`src/rtl/mmio_console_if.sv`:
```
// CPU data-port bundle for the MMIO console: address/strobes/write data from the CPU,
// window-hit and registered read data back from the console.
interface mmio_console_if;
    logic [31:0] dmem_addr_i;
    logic        dmem_ren_i;
    logic        dmem_wen_i;
    logic [31:0] dmem_wdata_i;
    logic        sel_o;
    logic [31:0] dmem_rdata_o;

    modport master (
        output dmem_addr_i, dmem_ren_i, dmem_wen_i, dmem_wdata_i,
        input  sel_o, dmem_rdata_o
    );

    modport slave (
        input  dmem_addr_i, dmem_ren_i, dmem_wen_i, dmem_wdata_i,
        output sel_o, dmem_rdata_o
    );
endinterface

```
`src/rtl/mmio_console.sv`:
```
// Memory-mapped console: TX byte FIFO feeding an 8N1 serializer, STATUS readback and a
// sticky TOHOST halt/exit-code latch. Define MMIO_CONSOLE_TRACE_EN to echo traffic in simulation.
module mmio_console #(
    parameter logic [31:0] BASE_ADDR  = 32'h1000_0000,
    parameter int          FIFO_DEPTH = 8,
    parameter int          BAUD_DIV   = 16
) (
    input  logic          clk,
    input  logic          rst_n,
    mmio_console_if.slave bus,
    output logic          tx_o,
    output logic          halt_o,
    output logic [31:0]   exit_code_o
);
    localparam int PTR_W  = $clog2(FIFO_DEPTH);
    localparam int CNT_W  = PTR_W + 1;
    localparam int BAUD_W = $clog2(BAUD_DIV);

    typedef enum logic [1:0] {IDLE, START, DATA, STOP} state_t;

    logic [7:0]        fifo_mem [FIFO_DEPTH];
    logic [PTR_W-1:0]  wr_ptr_reg, rd_ptr_reg;
    logic [CNT_W-1:0]  count_reg;
    logic              ovf_reg;
    state_t            state_reg;
    logic [BAUD_W-1:0] baud_cnt_reg;
    logic [2:0]        bit_cnt_reg;
    logic [7:0]        shift_reg;
    logic              tx_reg;
    logic [31:0]       rdata_reg;
    logic              halt_reg;
    logic [31:0]       exit_code_reg;

    logic        aligned, wr_txdata, rd_status, wr_tohost;
    logic        full, empty, push, pop, baud_end;
    logic [31:0] status_word, rdata_next;

    assign bus.sel_o = (bus.dmem_addr_i[31:4] == BASE_ADDR[31:4]);
    assign aligned   = (bus.dmem_addr_i[1:0] == 2'b00);
    assign wr_txdata = bus.sel_o && bus.dmem_wen_i && aligned && (bus.dmem_addr_i[3:2] == 2'd0);
    assign rd_status = bus.sel_o && bus.dmem_ren_i && aligned && (bus.dmem_addr_i[3:2] == 2'd1);
    assign wr_tohost = bus.sel_o && bus.dmem_wen_i && aligned && (bus.dmem_addr_i[3:2] == 2'd2);

    assign full     = (count_reg == CNT_W'(FIFO_DEPTH));
    assign empty    = (count_reg == '0);
    assign baud_end = (baud_cnt_reg == BAUD_W'(BAUD_DIV - 1));
    // Fullness is judged before this cycle's pop, so a write into a full FIFO is lost even if a byte leaves.
    assign push     = wr_txdata && !full;
    // Popping at the end of STOP lets the next frame's start bit follow the stop bit directly.
    assign pop      = !empty && ((state_reg == IDLE) || (state_reg == STOP && baud_end));

    assign status_word = {16'h0, 8'(count_reg), 4'h0, ovf_reg, (state_reg != IDLE), empty, full};
    assign rdata_next  = rd_status ? status_word : 32'h0;

    always_ff @(posedge clk) begin
        if (push)
            fifo_mem[wr_ptr_reg] <= bus.dmem_wdata_i[7:0];
    end

    always_ff @(posedge clk) begin
        if (!rst_n) begin
            wr_ptr_reg <= '0;
            rd_ptr_reg <= '0;
            count_reg  <= '0;
            ovf_reg    <= 1'b0;
        end else begin
            if (push)
                wr_ptr_reg <= wr_ptr_reg + PTR_W'(1);
            if (pop)
                rd_ptr_reg <= rd_ptr_reg + PTR_W'(1);
            if (push && !pop)
                count_reg <= count_reg + CNT_W'(1);
            else if (!push && pop)
                count_reg <= count_reg - CNT_W'(1);
            if (wr_txdata && full)
                ovf_reg <= 1'b1;
        end
    end

    always_ff @(posedge clk) begin
        if (!rst_n) begin
            state_reg    <= IDLE;
            baud_cnt_reg <= '0;
            bit_cnt_reg  <= '0;
            shift_reg    <= '0;
            tx_reg       <= 1'b1;
        end else begin
            case (state_reg)
                IDLE: begin
                    if (pop) begin
                        state_reg    <= START;
                        shift_reg    <= fifo_mem[rd_ptr_reg];
                        baud_cnt_reg <= '0;
                        tx_reg       <= 1'b0;
                    end
                end
                START: begin
                    if (baud_end) begin
                        state_reg    <= DATA;
                        baud_cnt_reg <= '0;
                        bit_cnt_reg  <= '0;
                        tx_reg       <= shift_reg[0];
                    end else begin
                        baud_cnt_reg <= baud_cnt_reg + BAUD_W'(1);
                    end
                end
                DATA: begin
                    if (baud_end) begin
                        baud_cnt_reg <= '0;
                        if (bit_cnt_reg == 3'd7) begin
                            state_reg <= STOP;
                            tx_reg    <= 1'b1;
                        end else begin
                            bit_cnt_reg <= bit_cnt_reg + 3'd1;
                            shift_reg   <= shift_reg >> 1;
                            tx_reg      <= shift_reg[1];
                        end
                    end else begin
                        baud_cnt_reg <= baud_cnt_reg + BAUD_W'(1);
                    end
                end
                STOP: begin
                    if (baud_end) begin
                        baud_cnt_reg <= '0;
                        if (pop) begin
                            state_reg <= START;
                            shift_reg <= fifo_mem[rd_ptr_reg];
                            tx_reg    <= 1'b0;
                        end else begin
                            state_reg <= IDLE;
                            tx_reg    <= 1'b1;
                        end
                    end else begin
                        baud_cnt_reg <= baud_cnt_reg + BAUD_W'(1);
                    end
                end
                default: state_reg <= IDLE;
            endcase
        end
    end

    always_ff @(posedge clk) begin
        if (!rst_n) begin
            rdata_reg     <= 32'h0;
            halt_reg      <= 1'b0;
            exit_code_reg <= 32'h0;
        end else begin
            rdata_reg <= rdata_next;
            if (wr_tohost && !halt_reg) begin
                halt_reg      <= 1'b1;
                exit_code_reg <= bus.dmem_wdata_i;
            end
        end
    end

`ifdef MMIO_CONSOLE_TRACE_EN
    always_ff @(posedge clk) begin
        if (rst_n) begin
            if (push)
                $write("%c", bus.dmem_wdata_i[7:0]);
            if (wr_tohost && !halt_reg)
                $display("EXIT %0d", bus.dmem_wdata_i);
        end
    end
`endif

    assign bus.dmem_rdata_o = rdata_reg;
    assign tx_o             = tx_reg;
    assign halt_o           = halt_reg;
    assign exit_code_o      = exit_code_reg;
endmodule

```
`src/flat_wrapper.sv`:
```
// flat-port wrapper written by rule: the top's interface ports become plain ports
module mmio_console_flat 
#(
    parameter logic [31:0] BASE_ADDR  = 32'h1000_0000,
    parameter int          FIFO_DEPTH = 8,
    parameter int          BAUD_DIV   = 16
)
  (clk, rst_n, tx_o, halt_o, exit_code_o, bus_dmem_addr_i, bus_dmem_ren_i, bus_dmem_wen_i, bus_dmem_wdata_i, bus_sel_o, bus_dmem_rdata_o);
  mmio_console_if bus_i ();
  input  logic clk;
  input  logic rst_n;
  output logic tx_o;
  output logic halt_o;
  output logic [31:0] exit_code_o;
  input wire logic [$bits(bus_i.dmem_addr_i)-1:0] bus_dmem_addr_i;
  input wire logic [$bits(bus_i.dmem_ren_i)-1:0] bus_dmem_ren_i;
  input wire logic [$bits(bus_i.dmem_wen_i)-1:0] bus_dmem_wen_i;
  input wire logic [$bits(bus_i.dmem_wdata_i)-1:0] bus_dmem_wdata_i;
  output wire logic [$bits(bus_i.sel_o)-1:0] bus_sel_o;
  output wire logic [$bits(bus_i.dmem_rdata_o)-1:0] bus_dmem_rdata_o;
  assign bus_i.dmem_addr_i = bus_dmem_addr_i;
  assign bus_i.dmem_ren_i = bus_dmem_ren_i;
  assign bus_i.dmem_wen_i = bus_dmem_wen_i;
  assign bus_i.dmem_wdata_i = bus_dmem_wdata_i;
  assign bus_sel_o = bus_i.sel_o;
  assign bus_dmem_rdata_o = bus_i.dmem_rdata_o;
  mmio_console #(.BASE_ADDR(BASE_ADDR), .FIFO_DEPTH(FIFO_DEPTH), .BAUD_DIV(BAUD_DIV)) u_core (.clk(clk), .rst_n(rst_n), .bus(bus_i), .tx_o(tx_o), .halt_o(halt_o), .exit_code_o(exit_code_o));
endmodule
```
`config.mk`:
```
export PLATFORM = sky130hd
export DESIGN_NAME = mmio_console_flat
export DESIGN_NICKNAME = d
export VERILOG_FILES = /design/src/rtl/mmio_console_if.sv /design/src/rtl/mmio_console.sv /design/src/flat_wrapper.sv
export SDC_FILE = /design/constraint.sdc
export NUM_CORES = 1
export LEC_CHECK = 0
export ABC_AREA = 0
export CAP_MARGIN = 20
export CORE_UTILIZATION = 50
export DETAILED_ROUTE_END_ITERATION = 7
export HOLD_SLACK_MARGIN = 0.08
export MAX_ROUTING_LAYER = met4
export PLACE_DENSITY = 0.8
export RECOVER_POWER = 25
export SLEW_MARGIN = 20
export SYNTH_ARGS = -nofsm -noshare
export SYNTH_HDL_FRONTEND = slang
export SYNTH_SLANG_ARGS = --single-unit
```
`constraint.sdc`:
```
create_clock -name clk -period 3.7 [get_ports clk]
set_input_delay 0.37 -clock clk [delete_from_list [all_inputs] [get_ports clk]]
set_output_delay 0.37 -clock clk [all_outputs]
set_load 0.005 [all_outputs]
```
==> results of run 1 <==
## per-layer routing
metal  track usage  vias up
met1         0.248     1941
met2         0.356      147
met4         0.107        0
met5             -        -
met3        0.0574       30
li1              -     1982
## cells in the mapped netlist, drive strengths merged, types with 3 or more instances
master	count	share of area
ha	13	0.027
nand3	4	0.0042
clkbuf	16	0.010
inv	9	0.0057
nor4b	6	0.012
or3	4	0.0044
buf	35	0.040
a22o	6	0.0088
o21ai	15	0.013
nor3	7	0.0059
a21oi	11	0.0092
o21a	5	0.0063
nand4	4	0.0052
edfxtp	64	0.32
or4	4	0.0050
nand2	89	0.056
mux2i	45	0.076
mux4	16	0.060
dfxtp	73	0.25
and2	9	0.0094
nand2b	3	0.0031
nor4	13	0.016
nor2	15	0.0094
## critical path, cell delays in order
cell	delay [ns]
clkdlybuf4s50_1	0.41
or4b_4	0.58
or3_1	0.31
or3_1	0.36
inv_2	0.10
ha_1	0.16
inv_1	0.09
ha_1	0.29
a21o_1	0.17
a21oi_1	0.18
mux2i_1	0.24
mux2i_1	0.19
## worst max path at each step
stage	startpoint	endpoint	slack, ns
5_1_grt	bus_dmem_addr_i[1]	u_core.count_reg[3]$_SDFFE_PN0P_	0.47
6_report	bus_dmem_addr_i[1]	u_core.count_reg[3]$_SDFFE_PN0P_	0.58
2_1_floorplan	bus_dmem_addr_i[1]	u_core.count_reg[3]$_SDFFE_PN0P_	0.64
3_5_place_dp	bus_dmem_addr_i[1]	u_core.count_reg[3]$_SDFFE_PN0P_	0.19
4_1_cts	bus_dmem_addr_i[1]	u_core.count_reg[3]$_SDFFE_PN0P_	0.61
3_3_place_gp	bus_dmem_addr_i[1]	u_core.count_reg[3]$_SDFFE_PN0P_	0.26
## power groups by stage
stage	clock network (mW)	registers, mW	logic, mW
2_1_floorplan	0	1.76	0.773
3_3_place_gp	0	1.81	0.917
3_5_place_dp	0	1.82	0.962
4_1_cts	1.69	1.79	0.969
5_1_grt	1.76	1.80	1.07
6_report	1.67	1.79	0.969
## through the flow
| step | std cells | power (mW) |
|---|---|---|
| after global routing | 767 | 4.63 |
| after floorplan | 520 | 2.53 |
| final | 767 | 4.42 |
| after global placement | 735 | 2.73 |
| after detailed placement | 735 | 2.78 |
| after CTS | 767 | 4.45 |
## cell families (layout without fill, tap and decap cells)
group	count (synthesis)	in the layout	share of synthesized area
simple gates	167	167	0.143
other cells	1	24	0.000629
fa+ha+maj	14	14	0.0306
compound gates	52	52	0.0587
buf+inv	60	164	0.0556
flops	137	137	0.567
xor+xnor	4	4	0.00587
mux	62	62	0.138
## layout make-up
class | count | area share
clock buffers | 18 | 0.0556
multi-input cells | 323 | 0.303
clock inverters | 14 | 0.0208
well taps | 143 | 0.0232
flip-flops and latches | 137 | 0.439
repair buffers | 123 | 0.155
inverters | 9 | 0.00438
==> metrics.md, run 1 <==
| Metric | Value |
|---|---|
| Largest net degree at the start of global routing | between 80 and 90 |
| Internal power | 3.14 mW |
| Top reg by flops | u_core.fifo_mem |
| Global-route wire length before repair | approximately 20,000 um |
| RSZ-0062 raised after global routing | false |
| Power per cell area | between 500 and 600 mW/mm^2 |
| Clk pwr share | 0.377 |
| Fillers | 801 |
| Number of diodes | 0 |
| Worst Tran Pin Value | between 0.7 and 0.8 ns |
| Largest register FFs | between 60 and 70 |
| CP required | 4.05 ns |
| Routed vias/inst | between 5 and 6 |
| CP Max Fanout | 4 |
| Max Buffers Root-to-Sink | 2 |
| DP Area | between 0.007 and 0.008 mm^2 |
| Register share of total power | 0.404 |
| Sw Share | 0.289 |
| Final worst path period need | slightly above 3 ns |
| Post-synth ARST share | 0 |
| DP HPWL | between 8000 and 9000 um |
| GR Util All Layers | 0.218 |
| Worst rel slew slack | 0.487 |
| Vias | about 4,100 |
| Antenna Nets Post-Route | 0 |
| Die area | around 0.012 mm^2 |
| Avg WL per Cell | 16.2 um |
| Final Util | 0.670 |
| RR Startpoint | u_core.count_reg[0]$_SDFFE_PN0P_ |
| Hold Path Depth | 4 |
| Die Width | between 100 and 150 um |
| Most used DFF post-synth | dfxtp_1 |
| Switching power | 1.28 mW |
| Post-Syn Instances | 497 |
| Fin Setup TNS | 0 ns |
| Met3 Wirelength | ~680 um |
| Sink Count | ~140 |
| Crit. End Element | register |
| Root Buffer | clkbuf_16 |
| Hold Startpoint | rst_n |
| Core Footprint | between 0.01 and 0.015 mm^2 |
| CP startpoint kind | primary input |
| Final-stage net count | 693 |
| Worst VDD drop | between 300 and 400 uV |
| Failing checks | design-rule violations |
| GP Congestion | 0.810 |
| Total routed wirelength | approximately 12,000 um |
| Commonest non-fill, non-tap cells in the layout | 101 x clkdlybuf4s50_1, 89 x nand2_1, 73 x dfxtp_1 |
| Post-CTS Setup Bufs | 0 |
| Top sig layer | met4 |
| DR WL met2 | between 6000 and 7000 um |
| DR pass1 iterations | 8 |
| Initial antenna violation count | 0 |
| HP Class | primary input to register |
| CTS resizes | 0 |
| Total CTS buffers | 17 |
| Arrival time worst endpoint | 3.47 ns |
| Die Span Y | approximately 110 um |
| DR iter-0 viols | around 180 |
| Worst Path Class, Setup | primary input to register |
| FF-to-FF setup slack | about 0.85 ns |
| Syn avg cell area | roughly 12 um^2 |
| Ports | 135 |
| Reg clk slew, reported paths | 0.06 ns |
| Static Leak | around 2.7 nW |
| FMAX | 321 MHz |
| Final hold violations | 0 |
| Register area | roughly 0.0034 mm^2 |
| CTS Hold Bufs | 0 |
| CTS tree | done |
| Post-synth EDFFs | 64 |
| Count of buffers from port buffering | 110 |
| Worst reg-to-reg path cell count | 10 |
| Max-cap violations | 0 |
| Multi-input gate area in the final layout | 0.00234 mm^2 |
| Initial Util | 0.518 |
| Area growth syn-to-layout | 29.3% |
| Synth Warn # | 0 |
| Fin. max-slew vios | 0 |
| H-tree levels | 4 |
| Mapped Area | between 0.005 and 0.006 mm^2 |
| Synthesized flop and latch total | between 100 and 150 |
| Share of cells above drive strength 1 | 0.117 |
| Hold_ws | a little under 0.4 ns |
| DRC | 17 |
| Status | finished with violations |
| Worst-Skew Late Latency | ~0.42 ns |
| R2R Path End | u_core.count_reg[3]$_SDFFE_PN0P_ |
| Commonest non-fill, non-tap cell in the layout | clkdlybuf4s50_1 |
| Vias in the first global route | between 4,000 and 5,000 |
| Grt ovf | 0 |
| Design Area, Final | just under 0.008 mm^2 |
| Max Clock Skew | about 0.0078 ns |
| Cell variety after synth | 58 |
| Post-synthesis sequential area ratio | 0.567 |
| Setup violators final | 0 |
| Pre-CTS setup slack | approximately 0.19 ns |
| Hold Path Sink | u_core.bus.dmem_rdata_o[1]$_SDFF_PN0_ |
| Post-route worst setup slack | about 0.58 ns |
| Cell row count | 39 |
| Combinational Power Share | 0.219 |
| Period utilization | 0.843 |
| Metal-1 WL | roughly 5300 um |
No activity file was read; power rests on OpenSTA's default activity.
==> inputs of run 2 (changes only) <==
--- a/config.mk
+++ b/config.mk
@@ -7,11 +7,11 @@
 export LEC_CHECK = 0
 export ABC_AREA = 0
 export CAP_MARGIN = 20
-export CORE_UTILIZATION = 50
+export CORE_UTILIZATION = 45
 export DETAILED_ROUTE_END_ITERATION = 7
 export HOLD_SLACK_MARGIN = 0.08
 export MAX_ROUTING_LAYER = met4
-export PLACE_DENSITY = 0.8
+export PLACE_DENSITY = 0.76
 export RECOVER_POWER = 25
 export SLEW_MARGIN = 20
 export SYNTH_ARGS = -nofsm -noshare
==> constraint.sdc (replaced) <==
create_clock -name clk -period 2.6 [get_ports clk]
set_input_delay 0.26 -clock clk [delete_from_list [all_inputs] [get_ports clk]]
set_output_delay 0.26 -clock clk [all_outputs]
set_load 0.005 [all_outputs]
==> run 2 against run 1 <==
Against the previous run: the flow now finishes without violations; sequential share of layout area is 1.6 points lower; utilization is 4.1 points lower; highest routed layer unchanged; first-iteration DRC count is 48% higher; sequential power is 40% higher; global-route usage is 0.36 points lower; largest power group unchanged; die area is 11% higher; power is 50% higher; cell count is 6.4% higher; largest cell class unchanged; clock power is 46% higher; register-to-register slack worse by 0.72 ns.
==> metrics.md, run 2 (synthesis gave the netlist of run 1 again) <==
| Metric | Value |
|---|---|
| Root Buffer | clkbuf_16 |
| Worst-Skew Late Latency | between 0.4 and 0.5 ns |
| Fin Setup TNS | 0 ns |
| Core Footprint | approximately 0.013 mm^2 |
| Number of diodes | 0 |
| Final hold violations | 0 |
| Commonest non-fill, non-tap cell in the layout | clkdlybuf4s50_1 |
| CTS Hold Bufs | 0 |
| Die Span Y | between 100 and 150 um |
| Share of cells above drive strength 1 | 0.172 |
| CTS tree | done |
| Hold Path Depth | 3 |
| DR iter-0 viols | 259 |
| Max Clock Skew | just over 0.009 ns |
| Worst Tran Pin Value | 0.703 ns |
| Static Leak | between 2 and 3 nW |
| Crit. End Element | register |
| Largest register FFs | 64 |
| Cell row count | a little over 40 |
| RSZ-0062 raised after global routing | false |
| CP top delay family | simple AND/OR/NAND/NOR gates |
| CP Max Fanout | 3 |
| Ports | approximately 140 |
| Vias in the first global route | 4,272 |
| Area growth syn-to-layout | 34.6% |
| Sink Count | roughly 140 |
| Vias | 4,214 |
| Arrival time worst endpoint | approximately 2.9 ns |
| Reg clk slew, reported paths | roughly 0.06 ns |
| CP startpoint kind | primary input |
| Total routed wirelength | 13,200 um |
| GP Congestion | roughly 0.82 |
| Avg WL per Cell | approximately 16 um |
| Worst rel slew slack | 0.531 |
| Initial Util | 0.467 |
| Count of buffers from port buffering | 110 |
| Die Width | around 120 um |
| DP HPWL | ~8900 um |
| DR pass1 iterations | 4 |
| Routed vias/inst | 5.16 |
| Antenna Nets Post-Route | 0 |
| Largest net degree at the start of global routing | 66 |
| Setup violators final | 0 |
| Buf/Inv on CP | 3 |
| Die area | roughly 0.014 mm^2 |
| DP Area | around 0.0073 mm^2 |
| Design Area, Final | 0.00803 mm^2 |
| Final-stage net count | 713 |
| FMAX | roughly 400 MHz |
| Global-route wire length before repair | roughly 21,000 um |
| Commonest non-fill, non-tap cells in the layout | 97 x clkdlybuf4s50_1, 89 x nand2_1, 68 x dfxtp_1 |
| Final Util | 0.628 |
| Slowest CP cell | or4b_4 |
| Period utilization | 0.968 |
| Final worst path period need | around 2.5 ns |
| Critical Path Max Stage Delay | ~0.52 ns |
| Power per cell area | between 800 and 900 mW/mm^2 |
| H-tree levels | 4 |
| Initial antenna violation count | 0 |
| Max Buffers Root-to-Sink | 2 |
| Grt ovf | 0 |
| Crit-path cells | clkdlybuf4s15_1 > or4b_4 > or3_1 > or3_4 > inv_4 > ha_4 > inv_4 > ha_4 > a21o_1 > a21oi_4 > mux2i_2 > mux2i_1 |
| CP required | between 2 and 3 ns |
| Top reg by flops | u_core.fifo_mem |
| Worst Path Class, Setup | primary input to register |
| Total CTS buffers | 17 |
| DRC | 0 |
| Worst VDD drop | 493 uV |
| Fin. max-slew vios | 0 |
| HP Class | primary input to register |
| Total Power | around 6.6 mW |
| Worst reg-to-reg path cell count | 11 |
| GR Util All Layers | 0.214 |
| Status | complete, no violations |
| Cell count along the critical path | 12 |
| Max-cap violations | 0 |
==> run 2: cell types whose count changed in the layout (fill, tap and decap cells not counted), moves of 4 or more <==
| cell | previous run | this run |
|---|---|---|
| buf_4 | 13 | 31 |
| dfxtp_1 | 73 | 68 |
| clkdlybuf4s50_1 | 101 | 97 |
| dfxtp_2 | 0 | 4 |
==> run 2: power breakdown <==
part           switching [mW]  total, mW  internal (mW)  leakage, nW
clock network           0.917       2.43           1.51        0.286
logic                   0.840       1.69          0.853         1.37
registers               0.128       2.51           2.39         1.17
==> run 2: timing repair <==
action / in CTS / in global routing
resized for setup: 13 / 15
pin swaps: 9 / 8
buffers inserted: 3 / 0
endpoints found under the setup margin: 10 / 2
==> run 2: metal layers <==
metal,global-route usage,part of all wire,routed length (um),up-vias
met5,-,0,0,-
met4,0.0793,0.016,215,0
met3,0.0654,0.041,535,19
met2,0.352,0.51,6700,130
met1,0.247,0.43,5710,2038
li1,-,-,-,2027
==> run 2: worst paths after layout <==
kind	startpoint	to	slack, ns
max	bus_dmem_addr_i[0]	u_core.count_reg[3]$_SDFFE_PN0P_	0.08
min	bus_dmem_addr_i[1]	u_core.bus.dmem_rdata_o[2]$_SDFF_PN0_	0.14
max reg2reg	u_core.count_reg[3]$_SDFFE_PN0P_	u_core.count_reg[3]$_SDFFE_PN0P_	0.13
min reg2reg	u_core.exit_code_o[26]$_SDFFE_PN0P_	u_core.exit_code_o[26]$_SDFFE_PN0P_	0.45
==> run 2: final cells by class <==
type | count | area, um^2
inverter | 9 | 38.8
clock inverter | 14 | 170
clock buffer | 18 | 429
timing repair buffer | 143 | 1350
sequential | 137 | 3390
multi-input combinational | 323 | 2430
tap | 172 | 215
fill | 987 | 4750
==> run 2: through the flow <==
step                hold WS (ns)  instances  setup WS [ns]
global placement           0.440        781         -0.574
detailed placement         0.447        781         -0.656
CTS                        0.233        816        0.00290
floorplan                  0.359        520         -0.239
finish                     0.144        816         0.0822
global route               0.150        816       0.000303
==> run 2: tightest hold or removal path, delay by kind of cell <==
family                 cells  cell delay, ns
AND/OR/NAND/NOR            2            0.16
buffers and inverters      1            0.09
